File: src/rtl/keypad_emu_pkg.sv
// Shared definitions for the keypad emulator: FSM states, key-code fields, one-hot decode.
package keypad_emu_pkg;

  typedef enum logic [2:0] {
    ST_IDLE    = 3'd0,
    ST_BOUNCE  = 3'd1,
    ST_PRESS   = 3'd2,
    ST_RELEASE = 3'd3,
    ST_DONE    = 3'd4
  } state_t;

  localparam int LINES   = 4;
  localparam int CNT_W   = 4;
  localparam int KEY_W   = 4;
  localparam int ROW_W   = 2;
  localparam int ROW_LSB = 2;
  localparam int COL_W   = 2;
  localparam int COL_LSB = 0;

  function automatic logic [LINES-1:0] onehot(input logic [1:0] idx);
    logic [LINES-1:0] v;
    v = '0;
    v[idx] = 1'b1;
    return v;
  endfunction

endpackage

File: src/rtl/scan_edge_counter.sv
// Rising-edge detector on one selected column strobe with a saturating, clearable scan count.
module scan_edge_counter
  import keypad_emu_pkg::*;
(
  input  logic             clk,
  input  logic             reset,
  input  logic [LINES-1:0] cols,
  input  logic [COL_W-1:0] col_sel,
  input  logic             clear,
  output logic             scan,
  output logic [CNT_W-1:0] count
);

  logic [LINES-1:0] cols_q;

  // Only a clean single-column strobe on the selected column counts as a scan.
  always_comb begin
    scan = (cols == onehot(col_sel)) && !cols_q[col_sel];
  end

  always_ff @(posedge clk) begin
    if (reset) begin
      cols_q <= '0;
      count  <= '0;
    end else begin
      cols_q <= cols;
      if (clear) begin
        count <= '0;
      end else if (scan && (count != '1)) begin
        count <= count + 1'b1;
      end
    end
  end

endmodule

File: src/rtl/keypad_emulator.sv
// Emulates a single key press on a scanned 4x4 matrix. Optional contact bounce is
// built when the macro KEYPAD_EMU_BOUNCE_EN is defined.
module keypad_emulator
  import keypad_emu_pkg::*;
#(
  parameter int HOLD_MAX      = 15,
  parameter int RELEASE_SCANS = 2,
  parameter int BOUNCE_CYCLES = 8
) (
  input  logic             clk,
  input  logic             reset,
  input  logic [LINES-1:0] cols,
  output logic [LINES-1:0] rows,
  input  logic             req_valid,
  output logic             req_ready,
  input  logic [KEY_W-1:0] req_key,
  input  logic [CNT_W-1:0] req_hold,
  output logic             busy,
  output logic             done
);

  localparam logic [CNT_W-1:0] HOLD_LIMIT = CNT_W'(HOLD_MAX);
  localparam logic [CNT_W:0]   REL_LIMIT  = (CNT_W+1)'(RELEASE_SCANS);

  if (BOUNCE_CYCLES < 1) begin : g_bounce_chk
    $error("BOUNCE_CYCLES must be at least 1");
  end
  if (RELEASE_SCANS < 1) begin : g_release_chk
    $error("RELEASE_SCANS must be at least 1");
  end

  state_t           state;
  state_t           state_next;
  logic [ROW_W-1:0] key_row;
  logic [COL_W-1:0] key_col;
  logic [CNT_W-1:0] hold;
  logic             accept;
  logic             pressed;
  logic             scan;
  logic             clear;
  logic [CNT_W-1:0] count;
  logic [CNT_W:0]   count_inc;

  // Zero hold means one scan; anything above HOLD_MAX is clamped.
  function automatic logic [CNT_W-1:0] eff_hold(input logic [CNT_W-1:0] h);
    if (h == '0) begin
      return CNT_W'(1);
    end else if (h > HOLD_LIMIT) begin
      return HOLD_LIMIT;
    end else begin
      return h;
    end
  endfunction

  assign req_ready = (state == ST_IDLE);
  assign busy      = !req_ready;
  assign done      = (state == ST_DONE);
  assign accept    = req_valid && req_ready;
  assign count_inc = {1'b0, count} + 1'b1;
  assign clear     = (state_next != state);

  scan_edge_counter u_scan (
    .clk     (clk),
    .reset   (reset),
    .cols    (cols),
    .col_sel (key_col),
    .clear   (clear),
    .scan    (scan),
    .count   (count)
  );

`ifdef KEYPAD_EMU_BOUNCE_EN
  localparam int BW = (BOUNCE_CYCLES > 1) ? $clog2(BOUNCE_CYCLES) : 1;
  localparam logic [BW-1:0] BOUNCE_LAST = BW'(BOUNCE_CYCLES - 1);
  localparam state_t START_STATE = ST_BOUNCE;

  logic [BW-1:0] bounce_cnt;
  logic          bounce_phase;

  // Phase is preset to 1 outside BOUNCE so the first bounce clock reads as pressed.
  always_ff @(posedge clk) begin
    if (reset) begin
      bounce_cnt   <= '0;
      bounce_phase <= 1'b1;
    end else if (state != ST_BOUNCE) begin
      bounce_cnt   <= '0;
      bounce_phase <= 1'b1;
    end else begin
      bounce_cnt   <= bounce_cnt + 1'b1;
      bounce_phase <= !bounce_phase;
    end
  end

  assign pressed = (state == ST_PRESS) || ((state == ST_BOUNCE) && bounce_phase);
`else
  localparam state_t START_STATE = ST_PRESS;

  assign pressed = (state == ST_PRESS);
`endif

  always_comb begin
    state_next = state;
    case (state)
      ST_IDLE:    if (accept) state_next = START_STATE;
`ifdef KEYPAD_EMU_BOUNCE_EN
      ST_BOUNCE:  if (bounce_cnt == BOUNCE_LAST) state_next = ST_PRESS;
`endif
      ST_PRESS:   if (scan && (count_inc >= {1'b0, hold})) state_next = ST_RELEASE;
      ST_RELEASE: if (scan && (count_inc >= REL_LIMIT)) state_next = ST_DONE;
      ST_DONE:    state_next = ST_IDLE;
      default:    state_next = ST_IDLE;
    endcase
  end

  always_ff @(posedge clk) begin
    if (reset) begin
      state   <= ST_IDLE;
      key_row <= '0;
      key_col <= '0;
      hold    <= '0;
    end else begin
      state <= state_next;
      if (accept) begin
        key_row <= req_key[ROW_LSB +: ROW_W];
        key_col <= req_key[COL_LSB +: COL_W];
        hold    <= eff_hold(req_hold);
      end
    end
  end

  // Zero-latency row response to the scanner's column strobe.
  assign rows = (pressed && cols[key_col]) ? onehot(key_row) : '0;

endmodule

File: config.mk
export PLATFORM = sky130hd
export DESIGN_NAME = keypad_emulator
export DESIGN_NICKNAME = d
export VERILOG_FILES = /design/src/rtl/keypad_emu_pkg.sv /design/src/rtl/scan_edge_counter.sv /design/src/rtl/keypad_emulator.sv
export SDC_FILE = /design/constraint.sdc
export NUM_CORES = 1
export LEC_CHECK = 0
export CAP_MARGIN = 20
export CORE_AREA = 3 3 50 56
export DETAILED_ROUTE_END_ITERATION = 10
export DIE_AREA = 0 0 53 59
export PLACE_DENSITY = 0.84
export SLEW_MARGIN = 10
export SYNTH_ARGS = -nofsm -noshare
export SYNTH_HDL_FRONTEND = slang
export SYNTH_SLANG_ARGS = --single-unit
File: constraint.sdc
create_clock -name clk -period 2.6 [get_ports clk]
set_input_delay 0.52 -clock clk [delete_from_list [all_inputs] [get_ports clk]]
set_output_delay 0.52 -clock clk [all_outputs]
set_load 0.01 [all_outputs]
# --- Word level (Yosys, flattened, before mapping) ---
# Index checks and enable logic that the tools add are counted.
totals:
  ram_bits: 0
  output_inout_bits: 7
  n_memories: 0
  latch_bits: 0
  word_cells: 49
  input_bits: 15
  ff_bits: 19
  rom_bits: 0
op_classes:
  n_addsub: 2
  shift: 0
  mul: 0
  muxes: 15
  n_div: 0
  bitwise_logic: 0
  order_cmp: 7
  eq_ne: 6
  reduce_logical: 13
op_table:
  columns: ["cell", "n"]
  rows:
  - ["4-bit 2-to-1 mux", 3]
  - ["3-bit 2-to-1 mux", 3]
  - ["3-bit case mux with 3 select lines", 1]
  - ["1-bit logical AND", 8]
  - ["3-bit by 2-bit equality test with 1-bit output (second input constant)", 2]
  - ["2-bit by 3-bit less-than comparator with 1-bit output (second input constant)", 2]
  - ["4-bit by 1-bit adder with 5-bit output (second input constant)", 1]
  - ["5-bit by 2-bit >= comparator with 1-bit output (second input constant)", 1]
  - ["5-bit by 4-bit >= comparator with 1-bit output", 1]
  - ["4-bit by 1-bit adder with 4-bit output (second input constant)", 1]
  - ["1-bit binary-select mux with 2-bit select", 2]
  - ["1-bit demux with 2-bit select", 2]
  - ["4-bit equality test", 1]
  - ["2-bit by 1-bit >= comparator with 1-bit output (second input constant)", 2]
  - ["4-bit > comparator (second input constant)", 1]
  - ["4-bit zero test", 1]
  - ["1-bit 2-to-1 mux", 4]
  - ["4-bit != test (second input constant)", 1]
  - ["3-bit equality test (second input constant)", 1]
  - ["3-bit zero test", 1]
  - ["3-bit != test", 1]
  - ["1-bit zero test", 2]
  - ["2-bit OR reduction", 1]

# --- Depth between registers and ports, before layout ---
depth:
  depth_word: 11
  ltp_mapped: 9

# --- Cells and area by module ---
# Synthesis repeated with hierarchy kept, for this count alone.
hier_totals:
  hier_cells: 127
  area_unflattened_um2: 1113.6
modules_own_cells:
  columns: ["mod", "area_each_um2", "n_inst", "seq_area_each_um2", "cells_per_inst"]
  rows:
  - ["keypad_emulator", 671.9, 1, 220.2, 84]
  - ["scan_edge_counter", 441.7, 1, 160.2, 43]

# --- Worst setup path before layout ---
# No wires, ideal clock.
synth_path:
  path_kind: "flip-flop to flip-flop"
  start: "reg u_scan.count[0]"
  end: "reg u_scan.count[3]"
  setup_time_ns: 0.079
  required_time_ns: 2.521
  path_slack_ns: 0.304
  arrival_ns: 2.217
  stages_incl_launch_ff: 10
  path_cell_list: "dfxtp_1 -> ha_1 -> xnor2_2 -> inv_1 -> ha_1 -> a21oi_1 -> o21ai_0 -> a311oi_4 -> o21ai_0 -> a211oi_2"
synth_via:
  elab_chain_cells: 7
synth_rtl:
  columns: ["element", "line_no", "source"]
  rows:
  - ["start, declared", "scan_edge_counter.sv:11", "output logic [CNT_W-1:0] count"]
  - ["start signal, assigned", "scan_edge_counter.sv:30", "count <= count + 1'b1;"]
  - ["4-bit by 1-bit adder with 5-bit output *", "keypad_emulator.sv:59", "assign count_inc = {1'b0, count} + 1'b1;"]
  - ["named net count_inc[2]", "keypad_emulator.sv:42", "logic [CNT_W:0] count_inc;"]
  - ["5-bit by 2-bit >= comparator with 1-bit output or 5-bit by 4-bit >= comparator with 1-bit output (tied branches)", "keypad_emulator.sv:109, keypad_emulator.sv:108", null]
  - ["1-bit logical AND (on tied branches)", "keypad_emulator.sv:109, keypad_emulator.sv:108", null]
  - ["3-bit 2-to-1 mux (on tied branches)", "keypad_emulator.sv:109, keypad_emulator.sv:108", null]
  - ["3-bit case mux with 3 select lines *", "keypad_emulator.sv:103", "case (state)"]
  - ["3-bit != test *", "keypad_emulator.sv:60", "assign clear = (state_next != state);"]
  - ["2-bit OR reduction (no source line) *", null, null]
# Mark *: on every way through the listed nets, which the timed path passes. The rest lies on a longest branch.
# A chain may end at the register's enable or synchronous reset.

# --- Worst setup path after layout ---
layout_path:
  start: "in cols[0]"
  end: "out rows[3]"
layout_via:
  elab_chain_cells: 4
layout_rtl:
  columns: ["element", "line_no", "source"]
  rows:
  - ["start, declared", "keypad_emulator.sv:12", "input logic [LINES-1:0] cols,"]
  - ["1-bit binary-select mux with 2-bit select", "keypad_emulator.sv:132", "assign rows = (pressed && cols[key_col]) ? onehot(key_row) : '0;"]
  - ["1-bit 2-to-1 mux (implied by the code)", "keypad_emulator.sv:132", null]
  - ["1-bit logical AND", "keypad_emulator.sv:132", null]
  - ["4-bit 2-to-1 mux", "keypad_emulator.sv:132", null]
  - ["end, declared", "keypad_emulator.sv:13", "output logic [LINES-1:0] rows,"]
# No other way between the ends. The select of a mux whose other input is x is not followed.

==> impl_metrics.ini <==
[routing]
postRouteAntennaNets = 0
routed_wl_um = 2462
drtIter0Drc = 32
num_vias = 1043
drc_errors = 0
first_pass_iters = 5
via_per_inst = 5.489
drt-wirelength-per-cell_um = 12.96

[critical_path]
crit_family = buffers and inverters
path_class = input pin to primary output
end_kind = primary output
crit_required_ns = 2.08
crit_buf_inv = 2
worst_ep_arrival_time_ns = 1.98
critPathLaunchType = input pin
slowest_delay_ns = 0.50
path_cells = clkdlybuf4s50_1 > mux4_2 > and4_1 > dlygate4sd2_1
cpMaxStageDelayCell = mux4_2
worst-path-max-fanout = 5

[place]
dp_hpwl_um = 1914
numPortBuffers = 21
routabilityCongestion = 0.7683

[timing]
hold_viol_final = 0
fmax_mhz = 400.1
rsz0062_at_grt = false
slew_violations = 0
fin_hold_ws_ns = 0.4626
worstMarginPinSlew_ns = 0.5230
slew_headroom = 0.6476
skew_ns = 0.001804
min_period_over_period = 0.9614
setup_viol = 0
min_period_ns = 2.500

[run]
cap_viol_max_count = 0

[die]
die_x_um = 53
core.rowCount = 18
die_h_um = 59
core_area_um2 = 2275
ios = 22
start_util = 0.4945
die_area_um2 = 3127

[logic_synthesis]
syn_nets = 154
netlist_instances = 133
synthFlopType = dfxtp_1
syn_area_per_cell_um2 = 8.457
yosysSeqAreaShare = 0.3382
yosysWarningCount = 0
syn-cell-area_um2 = 1125
synth-edff-count = 0
synth.distinct_cells = 33
async_flop_share = 0
ys_ff_latch = 19

[grt]
grt_antenna_before_repair = 0
grt_pass1_wl_um = 4181
grt.overflow.total = 0
grt_use_total = 0.1763
grt_max_degree = 16
grt_pass1_vias = 1014

[cts]
clk_latency_ns = 0.29
cts_buffer_depth = 2
cts-buffers-inserted = 3
htreeDepth = 1
clkTransAtPathRegs_ns = 0.11
ctsResizeCount = 4
cts_root_buffer = clkbuf_4
numClockSinks = 19
post_cts_buffers = 0
ctsHoldBuffers = 0
cts_tree = built

[finish]
final_util = 0.6238
multiInputGateArea_um2 = 686.9
diodes = 0
syn_to_final_growth_pct = 26.14
nNetsFinal = 182
drive_above_1_share = 0.1188
fill_cells = 211
final_common_cell = nand2_1
regArea_um2 = 380.4
final_cell_mix = nand2_1 (20), dfxtp_1 (19), clkdlybuf4s50_1 (17), a21oi_1 (10)

[pwr]
ir_drop_v = 0.0002500
power_density_nw_per_um2 = 403.9
p_leak_nw = 0.5541

[status]
status = completed

[worst_hold_path]
hold_class = register to register
-- per-layer routing --
metal | share of wire | global-route usage | up-vias | routed length (um)
li1 | - | - | 522 | -
met1 | 0.43 | 0.2161 | 491 | 1055
met2 | 0.52 | 0.3121 | 28 | 1291
met3 | 0.040 | 0.02771 | 2 | 99
met4 | 0.0057 | 0.05474 | 0 | 14
met5 | 0 | 0 | - | 0
-- worst min-delay path, cell delays in order (launching register included) --
cell and delay [ns]:
dfxtp_1 0.33, nand2_1 0.05, a21oi_1 0.05
-- cells in the mapped netlist, types with 2 or more instances --
cell,n,share of area
nand2b_1,2,0.011
a211oi_1,2,0.013
nor3b_1,8,0.053
mux4_2,2,0.040
nor2_1,7,0.023
nand3_1,7,0.031
ha_1,6,0.067
and2_1,2,0.011
a31oi_1,4,0.022
nor3_1,6,0.027
o21ai_0,5,0.022
dfxtp_1,19,0.34
inv_1,8,0.027
buf_2,3,0.013
nand2_1,20,0.067
and3b_1,2,0.016
a21oi_1,10,0.044
nor2b_1,5,0.028
-- metrics by stage --
step	cells	setup slack, ns	TNS, ns	area (um^2)	power, mW
global route	190	0.04650	0	1419	0.5971
detailed placement	186	-0.09226	-0.3150	1395	0.4284
global placement	186	-0.06753	-0.1666	1395	0.4240
floorplan	133	0.3041	0	1125	0.3769
finish	190	0.1005	0	1419	0.5730
CTS	190	0.1061	0	1416	0.5761
-- sequential cells by signal (all words and copies together), names as in the netlist --
| signal | count |
|---|---|
| u_scan.count | 4 |
| key_col | 2 |
| state | 3 |
| key_row | 2 |
| u_scan.cols_q | 4 |
| hold | 4 |
-- path summary, 6_finish.rpt --
path	startpoint	end	slack (ns)	depth (start not counted)
setup / recovery	cols[0]	rows[3]	0.10	4
hold / removal	hold[1]$_SDFFE_PP0P_	hold[1]$_SDFFE_PP0P_	0.46	2
setup reg to reg	u_scan.count[0]$_SDFFE_PP0P_	u_scan.count[3]$_SDFFE_PP0P_	0.22	9
hold reg to reg	hold[1]$_SDFFE_PP0P_	hold[1]$_SDFFE_PP0P_	0.46	2
-- cell families after synthesis --
kind of cell,share of synthesized area
xor+xnor,0.02225
buf+inv,0.05339
compound gates,0.1846
simple gates,0.2948
flops,0.3381
fa+ha+maj,0.06674
mux,0.04004
-- power breakdown --
part	switching [mW]	internal (mW)
sequential	0.0104	0.303
clock	0.0930	0.0596
combinational	0.0488	0.0579
total	0.152	0.421
-- layout make-up --
type	count	share of cell area
multi-input combinational	101	0.4841
sequential	19	0.2681
timing repair buffer	28	0.1817
tap	30	0.02646
inverter	8	0.02116
clock buffer	4	0.01852
(Power assumes the default switching activity.)
